## src/rtl/hazard_ctrl_pkg.sv

```systemverilog
// ============================================================================
// Module   : hazard_ctrl_pkg
// Brief    : Shared state encoding and constants for the hazard sequencer.
// Revision : 1.0 - initial release
// ============================================================================
`default_nettype none

package hazard_ctrl_pkg;

    typedef enum logic [0:0] {
        ST_RUN  = 1'b0,
        ST_DATA = 1'b1
    } state_t;

    localparam logic       MEM_SEL_FETCH = 1'b0;
    localparam logic       MEM_SEL_DATA  = 1'b1;
    localparam logic [4:0] REG_X0        = 5'd0;

endpackage

`default_nettype wire

```

## src/rtl/hazard_ctrl_watchdog.sv

```systemverilog
// ============================================================================
// Module   : hazard_watchdog
// Brief    : Loadable up-counter with terminal-count flag and sticky error bit.
// Revision : 1.0 - initial release
// ============================================================================
`default_nettype none

module hazard_watchdog #(
    parameter int TIMEOUT = 15
) (
    input  logic clk,
    input  logic rst,
    input  logic i_clear,
    input  logic i_inc,
    input  logic i_set_err,
    output logic o_tc,
    output logic o_err
);

    localparam logic [7:0] c_last = 8'(TIMEOUT - 1);

    logic [7:0] r_count;
    logic       r_err;

    always_ff @(posedge clk) begin
        if (rst || i_clear) begin
            r_count <= '0;
        end else if (i_inc) begin
            r_count <= r_count + 8'd1;
        end
    end

    always_ff @(posedge clk) begin
        if (rst) begin
            r_err <= 1'b0;
        end else if (i_set_err) begin
            r_err <= 1'b1;
        end
    end

    assign o_tc  = (r_count == c_last);
    assign o_err = r_err;

endmodule

`default_nettype wire

```

## src/rtl/hazard_ctrl.sv

```systemverilog
// ============================================================================
// Module   : hazard_ctrl
// Brief    : Stall/flush sequencer and shared memory-port arbiter for RV32 pipe.
// Revision : 1.0 - initial release
// ============================================================================
`default_nettype none

module hazard_ctrl
    import hazard_ctrl_pkg::*;
#(
    parameter int TIMEOUT = 15,
    parameter int CNT_W   = 16
) (
    input  logic             clk,
    input  logic             rst,
    input  logic [4:0]       Rs1,
    input  logic [4:0]       Rs2,
    input  logic [4:0]       RIDEX,
    input  logic             IDEX_MemRead,
    input  logic             EXMEM_MemRead,
    input  logic             EXMEM_MemWrite,
    input  logic             Branch_Taken,
    input  logic             Mem_Ready,
    output logic             PC_Write,
    output logic             IFID_Write,
    output logic             Pipe_Hold,
    output logic             MEMWB_Write,
    output logic             IDEX_Bubble,
    output logic             IFID_Flush,
    output logic             IDEX_Flush,
    output logic             EXMEM_Flush,
    output logic             Mem_Sel,
    output logic             Err,
    output logic [CNT_W-1:0] Stall_Cnt
);

    state_t           r_state;
    state_t           w_state_nxt;
    logic             w_lu;
    logic             w_da;
    logic             w_wd_tc;
    logic             w_done;
    logic [CNT_W-1:0] r_stall_cnt;

    assign w_lu   = IDEX_MemRead && (RIDEX != REG_X0) && ((RIDEX == Rs1) || (RIDEX == Rs2));
    assign w_da   = EXMEM_MemRead || EXMEM_MemWrite;
    assign w_done = Mem_Ready || w_wd_tc;

    hazard_watchdog #(
        .TIMEOUT (TIMEOUT)
    ) u_watchdog (
        .clk       (clk),
        .rst       (rst),
        .i_clear   (r_state == ST_RUN),
        .i_inc     ((r_state == ST_DATA) && !w_done),
        .i_set_err ((r_state == ST_DATA) && w_wd_tc && !Mem_Ready),
        .o_tc      (w_wd_tc),
        .o_err     (Err)
    );

    always_ff @(posedge clk) begin
        if (rst) begin
            r_state <= ST_RUN;
        end else begin
            r_state <= w_state_nxt;
        end
    end

    always_comb begin
        w_state_nxt = r_state;
        PC_Write    = 1'b1;
        IFID_Write  = 1'b1;
        Pipe_Hold   = 1'b0;
        MEMWB_Write = 1'b1;
        IDEX_Bubble = 1'b0;
        IFID_Flush  = 1'b0;
        IDEX_Flush  = 1'b0;
        EXMEM_Flush = 1'b0;
        Mem_Sel     = MEM_SEL_FETCH;

        if (rst) begin
            w_state_nxt = ST_RUN;
            PC_Write    = 1'b0;
            IFID_Write  = 1'b0;
            MEMWB_Write = 1'b0;
            IFID_Flush  = 1'b1;
            IDEX_Flush  = 1'b1;
            EXMEM_Flush = 1'b1;
        end else begin
            case (r_state)
                ST_RUN: begin
                    // A taken branch squashes whatever da/lu the younger slots raised.
                    if (Branch_Taken) begin
                        IFID_Flush  = 1'b1;
                        IDEX_Flush  = 1'b1;
                        EXMEM_Flush = 1'b1;
                    end else if (w_da) begin
                        PC_Write    = 1'b0;
                        IFID_Write  = 1'b0;
                        Pipe_Hold   = 1'b1;
                        MEMWB_Write = 1'b0;
                        w_state_nxt = ST_DATA;
                    end else if (w_lu) begin
                        PC_Write    = 1'b0;
                        IFID_Write  = 1'b0;
                        IDEX_Bubble = 1'b1;
                    end
                end
                ST_DATA: begin
                    Mem_Sel  = MEM_SEL_DATA;
                    PC_Write = 1'b0;
                    if (w_done) begin
                        // Fetch slot was stolen: IF/ID becomes NOP and PC re-fetches.
                        IFID_Flush  = 1'b1;
                        w_state_nxt = ST_RUN;
                    end else begin
                        IFID_Write  = 1'b0;
                        Pipe_Hold   = 1'b1;
                        MEMWB_Write = 1'b0;
                    end
                end
                default: w_state_nxt = ST_RUN;
            endcase
        end
    end

    always_ff @(posedge clk) begin
        if (rst) begin
            r_stall_cnt <= '0;
        end else if (!PC_Write && (r_stall_cnt != {CNT_W{1'b1}})) begin
            r_stall_cnt <= r_stall_cnt + 1'b1;
        end
    end

    assign Stall_Cnt = r_stall_cnt;

endmodule

`default_nettype wire

```

## config.mk

```make
export PLATFORM = sky130hd
export DESIGN_NAME = hazard_ctrl
export DESIGN_NICKNAME = d
export VERILOG_FILES = /design/src/rtl/hazard_ctrl_pkg.sv /design/src/rtl/hazard_ctrl_watchdog.sv /design/src/rtl/hazard_ctrl.sv
export SDC_FILE = /design/constraint.sdc
export NUM_CORES = 1
export LEC_CHECK = 0
export CORE_MARGIN = 2
export CORE_UTILIZATION = 42
export DETAILED_ROUTE_END_ITERATION = 10
export GPL_TIMING_DRIVEN = 0
export PLACE_DENSITY = 0.78
export SLEW_MARGIN = 40
export SYNTH_ARGS = -nofsm -noshare
export SYNTH_HDL_FRONTEND = slang
export SYNTH_SLANG_ARGS = --single-unit
```

## constraint.sdc

```tcl
create_clock -name clk -period 2.13 [get_ports clk]
set_input_delay 0.426 -clock clk [delete_from_list [all_inputs] [get_ports clk]]
set_output_delay 0.426 -clock clk [all_outputs]
set_load 0.01 [all_outputs]
```

==> impl_metrics.ini, run 1 <==
[timing]
fin_crit_ps = 2341
rsz0062_at_grt = yes
setup_slack_ps = -211.1
finalClockSkew_ps = 6.738
holdWs_ps = 493.8
hold_viol = 0
fmax_ghz = 0.4271
fin_setup_tns_ps = -376.9
finalMaxSlewViolations = 0
setup_viol = 2
max_slew_margin_pct = 80.01
tightest_slew_ps = 296.1
layout_worst_path_cycle_share_pct = 109.9

[global_routing]
use_met3_pct = 2.896
grtUsageMet1_pct = 26.00
grt_pass1_vias = 1557
overflow = 0
grt_pass1_wl_mm = 6.865
grt_max_degree = 15
gr-usage-all-layers_pct = 20.15
antenna_found_initial = 0
use_met2_pct = 34.09
top_usage_layer = met2

[route]
dr.pass1.iters = 4
postRouteAntennaNets = 0
drc = 0
wirelength_mm = 4.189
vias = 1624
drt_iter0_drc = 76
wl_per_cell_um = 14.30
vias_per_cell = 5.543

[cts]
clk_pin_slew_worst_paths_ps = 90
cts_made_buffers = 3
clk_path_buf_depth = 2
cts_max_level = 1
tritoncts = yes
root_buffer = clkbuf_8
insertion_delay_ps = 270
numClockSinks = 26

[synthesis]
syn-num-nets = 211
synthTopCellsByCount = dfxtp_1 (26), nor2_1 (22), a21oi_1 (13)
synthTopCellsByArea = dfxtp_1 (32%), xnor2_1 (6.5%), nor2_1 (5.1%), a21oi_1 (4.0%), or4_2 (3.8%)
synth_top_area_share_pct = 32.35
synth_largest_area_cell = dfxtp_1
synth_area_per_cell_um2 = 8.651
async_flop_share_pct = 0
synth_seq_cells = 26
netlist_instances = 186
synth_seq_area_share_pct = 32.35
synth_edf_count = 0
ys.flop_type = dfxtp_1
syn-cell-area_um2 = 1609
ys_types = 48
yosysMostFrequentCell = dfxtp_1
yosys_warnings = 0

[setup_path]
required_ps = 1700
cp.arrival_ps = 1920
crit_path_max_fanout = 3
max_stage_delay_ps = 540
crit_path_end_kind = primary output
crit_chain = buf_8 -> or4_4 -> nor2_4 -> nor3b_4 -> a2111oi_4 -> buf_6 -> buf_8 -> buf_6
critPathKind = primary input to primary output
critical-path-top-delay-family = simple AND/OR/NAND/NOR gates
start_kind = primary input
cp_slowest_cell = or4_4
critical_path_buf_inv_count = 4

[placed_design]
port_buffers = 47
dpl_cell_area_um2 = 2140
gp_congestion = 0.7503
dp_hpwl_mm = 2.814

[job]
drv_cap = 0

[power_and_ir_drop]
ir_drop_uv = 234.6
intPower_mw = 0.7723
p_switching_mw = 0.2682
power_density_nw_per_um2 = 443.5
combPwrFrac_pct = 20.2
p_seq_share_pct = 48.7
p_sw_share_pct = 25.78
power.share.clock_pct = 31.0
leakage_nw = 0.8467

[floorplan]
coreArea_um2 = 3661
start_util_pct = 43.95
num_io_pins = 48
die_area_um2 = 4342
die_y_um = 65.90
num_rows = 22
die_w_um = 65.90

[worst_hold_path]
hold_class = flop to flop

[final_layout]
fin_area_um2 = 2346
final_layout_size_suffix_gt1_share_pct = 31.43
antennaDiodeCount = 0
areaGrowthSynthToFinish_pct = 45.80
nets = 271
utilization_pct = 64.08

[run_status]
status = complete, but fails checks
violations = setup timing
per-stage QoR:
stage | setup WS [ps] | instances | power (mW)
floorplan | -52.79 | 186 | 0.6159
global placement | -1200 | 281 | 0.7129
detailed placement | -1221 | 281 | 0.7155
CTS | -258.7 | 291 | 1.047
global route | -268.3 | 293 | 1.093
finish | -211.1 | 293 | 1.041
flip-flops by register name (all words and copies together) (netlist names):
name / flops
Stall_Cnt: 16
u_watchdog.o_err: 1
u_watchdog.r_count: 8
r_state: 1
cell type report:
cell class                      instances  area (µm²)
Fill cell                             301        1315
Clock buffer                            4       55.05
Timing Repair Buffer                   57       500.5
Inverter                                8       30.03
Buffer                                  9       80.08
Tap cell                               48       60.06
Multi-Input combinational cell        141        1089
Sequential cell                        26       531.8
cell families (layout without fill, tap and decap cells):
kind of cell | after synthesis | after routing | share of synthesized area (%)
fa+ha+maj | 3 | 3 | 2.333
compound gates | 37 | 37 | 16.88
flops | 26 | 26 | 32.35
mux | 3 | 3 | 2.799
buf+inv | 19 | 78 | 6.454
xor+xnor | 17 | 17 | 9.253
simple gates | 81 | 81 | 29.94
path summary, 6_finish.rpt:
kind	from	to	slack, ps	cells after the start
max	RIDEX[4]	PC_Write	-210	8
min	u_watchdog.o_err$_SDFFE_PP0P_	u_watchdog.o_err$_SDFFE_PP0P_	490	2
max reg2reg	Stall_Cnt[5]$_SDFFE_PP0P_	Stall_Cnt[5]$_SDFFE_PP0P_	80	8
min reg2reg	u_watchdog.o_err$_SDFFE_PP0P_	u_watchdog.o_err$_SDFFE_PP0P_	490	2
routing by layer:
metal,up-vias,share of wire [%]
li1,793,-
met1,781,46
met2,46,47
met3,4,5.5
met4,0,1.3
met5,-,0
worst min-delay path: cells and delay by family (launching register included):
family          cells  cell delay (ps)
flops               1              350
simple gates        1               70
compound gates      1               50
cell usage in the layout, fill, tap and decap left out, types with 4 or more instances in the layout:
master / instances
xor2_1: 5
a21oi_2: 6
dfxtp_2: 6
buf_4: 13
xnor2_1: 12
a21oi_1: 8
clkdlybuf4s50_1: 24
dfxtp_1: 19
buf_6: 4
clkbuf_8: 5
or4_2: 5
nor2_1: 19
nand2_1: 9
nand3_1: 12
o31ai_1: 6
inv_1: 8
dlygate4sd2_1: 12
nand4_1: 4
buf_2: 7
power by group through the flow:
stage / sequential (mW) / combinational, mW / clock [mW]
6_report: 0.507 / 0.211 / 0.323
3_3_place_gp: 0.513 / 0.200 / 0
5_1_grt: 0.510 / 0.230 / 0.353
4_1_cts: 0.507 / 0.212 / 0.328
3_5_place_dp: 0.513 / 0.202 / 0
2_1_floorplan: 0.514 / 0.102 / 0
what timing repair did:
action,CTS,global route
endpoints found under the setup margin,25,24
pin swaps,21,2
hold buffers,0,0
gates resized for setup,80,22
gates cloned,0,0
buffers inserted,8,3
Note: power is estimated with default switching activity, not from simulation.
==> run 2, diff against run 1 <==
Settings changed: CORE_UTILIZATION 42 to 50, CTS_CLUSTER_DIAMETER from default to 200, PLACE_DENSITY 0.78 to 0.87.
Clock period 2.13 ns to 2.8 ns, I/O delays scaled along.
==> run 2 against run 1 <==
The flow now finishes without violations; design area decreased by 5.9%; power fell by 30%; die area fell by 15%; flip-flop and latch count unchanged; sequential share of layout area up 0.92 points; non-clock buffer count is 4 lower; sequential power fell by 24%; largest power group unchanged; highest routed layer unchanged.
==> impl_metrics.ini, run 2 (synthesized netlist as in run 1, its figures left out) <==
[setup_path]
cp_slowest_cell = or4_4
max_stage_delay_ps = 520
required_ps = 2240
crit_top_cell = buf_6
start_kind = primary input
crit_chain = clkdlybuf4s15_1 -> or4_4 -> nor2_4 -> nor3b_2 -> a2111oi_4 -> buf_6 -> buf_6
critPathKind = primary input to primary output
crit_path_max_fanout = 4
critical_path_buf_inv_count = 3
critical-path-top-delay-family = simple AND/OR/NAND/NOR gates
cp.arrival_ps = 2140
crit_path_end_kind = primary output

[cts]
insertion_delay_ps = 330
cts_max_level = 1
cts_made_buffers = 3
clk_path_buf_depth = 2
root_buffer = clkbuf_4
clk_pin_slew_worst_paths_ps = 130
tritoncts = yes
cts_hold_repair.buffers = 0
numClockSinks = 26

[floorplan]
num_io_pins = 48
num_rows = 20
coreArea_um2 = 3053
die_area_um2 = 3688
start_util_pct = 52.70
die_w_um = 60.73
die_y_um = 60.73

[placed_design]
pre_cts_ws_ps = -838.9
dp_hpwl_mm = 2.789
port_buffers = 47
place_inst = 277
dpl_cell_area_um2 = 2135
gp_congestion = 0.7947

[route]
wl_per_cell_um = 13.61
drc = 0
postRouteAntennaNets = 0
wirelength_mm = 3.880
dr.pass1.iters = 4
vias_per_cell = 5.568
vias = 1587
drt_iter0_drc = 86

[timing]
setup_slack_ps = 98.35
fin_setup_tns_ps = 0
tightest_slew_ps = 532.2
layout_worst_path_cycle_share_pct = 96.49
fmax_ghz = 0.3701
hold_viol = 0
fin_crit_ps = 2702
finalMaxSlewViolations = 0
setup_viol = 0
finalClockSkew_ps = 9.601
rsz0062_at_grt = no
max_slew_margin_pct = 64.52

[final_layout]
final_layout_size_suffix_gt1_share_pct = 19.50
antennaDiodeCount = 0
fin_cells = 285
layout_commonest_cell = clkdlybuf4s50_1
final_cell_mix = clkdlybuf4s50_1 (37), dfxtp_1 (26), nor2_1 (21)
largest_reg_flops = 16
fin_area_um2 = 2207
areaGrowthSynthToFinish_pct = 37.17
nets = 267
fillers = 247

[global_routing]
grt_pass1_wl_mm = 6.216
gr-usage-all-layers_pct = 22.23
grt_max_degree = 15
overflow = 0
grt_pass1_vias = 1389
antenna_found_initial = 0

[power_and_ir_drop]
ir_drop_uv = 240.5
power_density_nw_per_um2 = 332.1
leakage_nw = 0.8120

[job]
drv_cap = 0

[run_status]
status = complete, no violations

[worst_hold_path]
hold_class = flop to flop
==> run 2: cell count changes in the layout (fill, tap and decap cells not counted), sizes merged <==
cell,before,now
buf,27,16
clkdlybuf4s15,0,1
clkdlybuf4s50,24,37
dlygate4sd2,12,3
dlymetal6s2s,0,2
==> run 2: cell type report <==
cell class	instances	area [µm²]	area share (%)
Clock buffer	4	36.28	1.644
Sequential cell	26	520.5	23.58
Timing Repair Buffer	53	503.0	22.79
Inverter	8	30.03	1.361
Tap cell	44	55.05	2.494
Buffer	9	58.81	2.664
Multi-Input combinational cell	141	1003	45.46
==> run 2: worst min-delay path: cells and delay by family (launching register included) <==
family / cells / cell delay [ps]
flip-flops: 1 / 350
AO/OA/AOI/OAI: 1 / 40
AND/OR/NAND/NOR: 1 / 70
==> run 2: timing repair <==
item	in CTS	in global routing
resized for setup	17	12
buffers inserted	3	3
pin swaps	5	2
setup endpoints to repair	8	4
==> run 2: report_power, final <==
| part | leakage, nW | internal [mW] | switching [mW] |
|---|---|---|---|
| clock network | 0.0210 | 0.0796 | 0.112 |
| logic | 0.581 | 0.0864 | 0.0688 |
| registers | 0.210 | 0.376 | 0.0103 |
| total | 0.812 | 0.542 | 0.191 |
==> run 2: worst paths after layout <==
kind,cells past startpoint,endpoint,from,slack (ps)
min,2,u_watchdog.o_err$_SDFFE_PP0P_,u_watchdog.o_err$_SDFFE_PP0P_,490
min reg2reg,2,u_watchdog.o_err$_SDFFE_PP0P_,u_watchdog.o_err$_SDFFE_PP0P_,490
max reg2reg,9,Stall_Cnt[5]$_SDFFE_PP0P_,Stall_Cnt[3]$_SDFFE_PP0P_,570
max,7,PC_Write,RIDEX[4],100
==> run 2: metal layers <==
| metal | track usage (%) | vias up | share of wire (%) |
|---|---|---|---|
| met3 | 3.838 | 4 | 7.6 |
| met4 | 8.075 | 0 | 1.1 |
| met1 | 29.58 | 723 | 44 |
| li1 | - | 789 | - |
| met2 | 36.25 | 71 | 47 |
| met5 | 0 | - | 0 |
==> run 2: per-stage QoR <==
stage / util, % / hold WS [ps] / power [mW]
floorplan: - / 472.6 / 0.4686
global placement: 69.92 / 461.6 / 0.5419
detailed placement: 69.92 / 472.4 / 0.5445
CTS: 71.60 / 503.5 / 0.7352
global route: 72.30 / 516.7 / 0.7718
finish: 72.30 / 492.0 / 0.7329
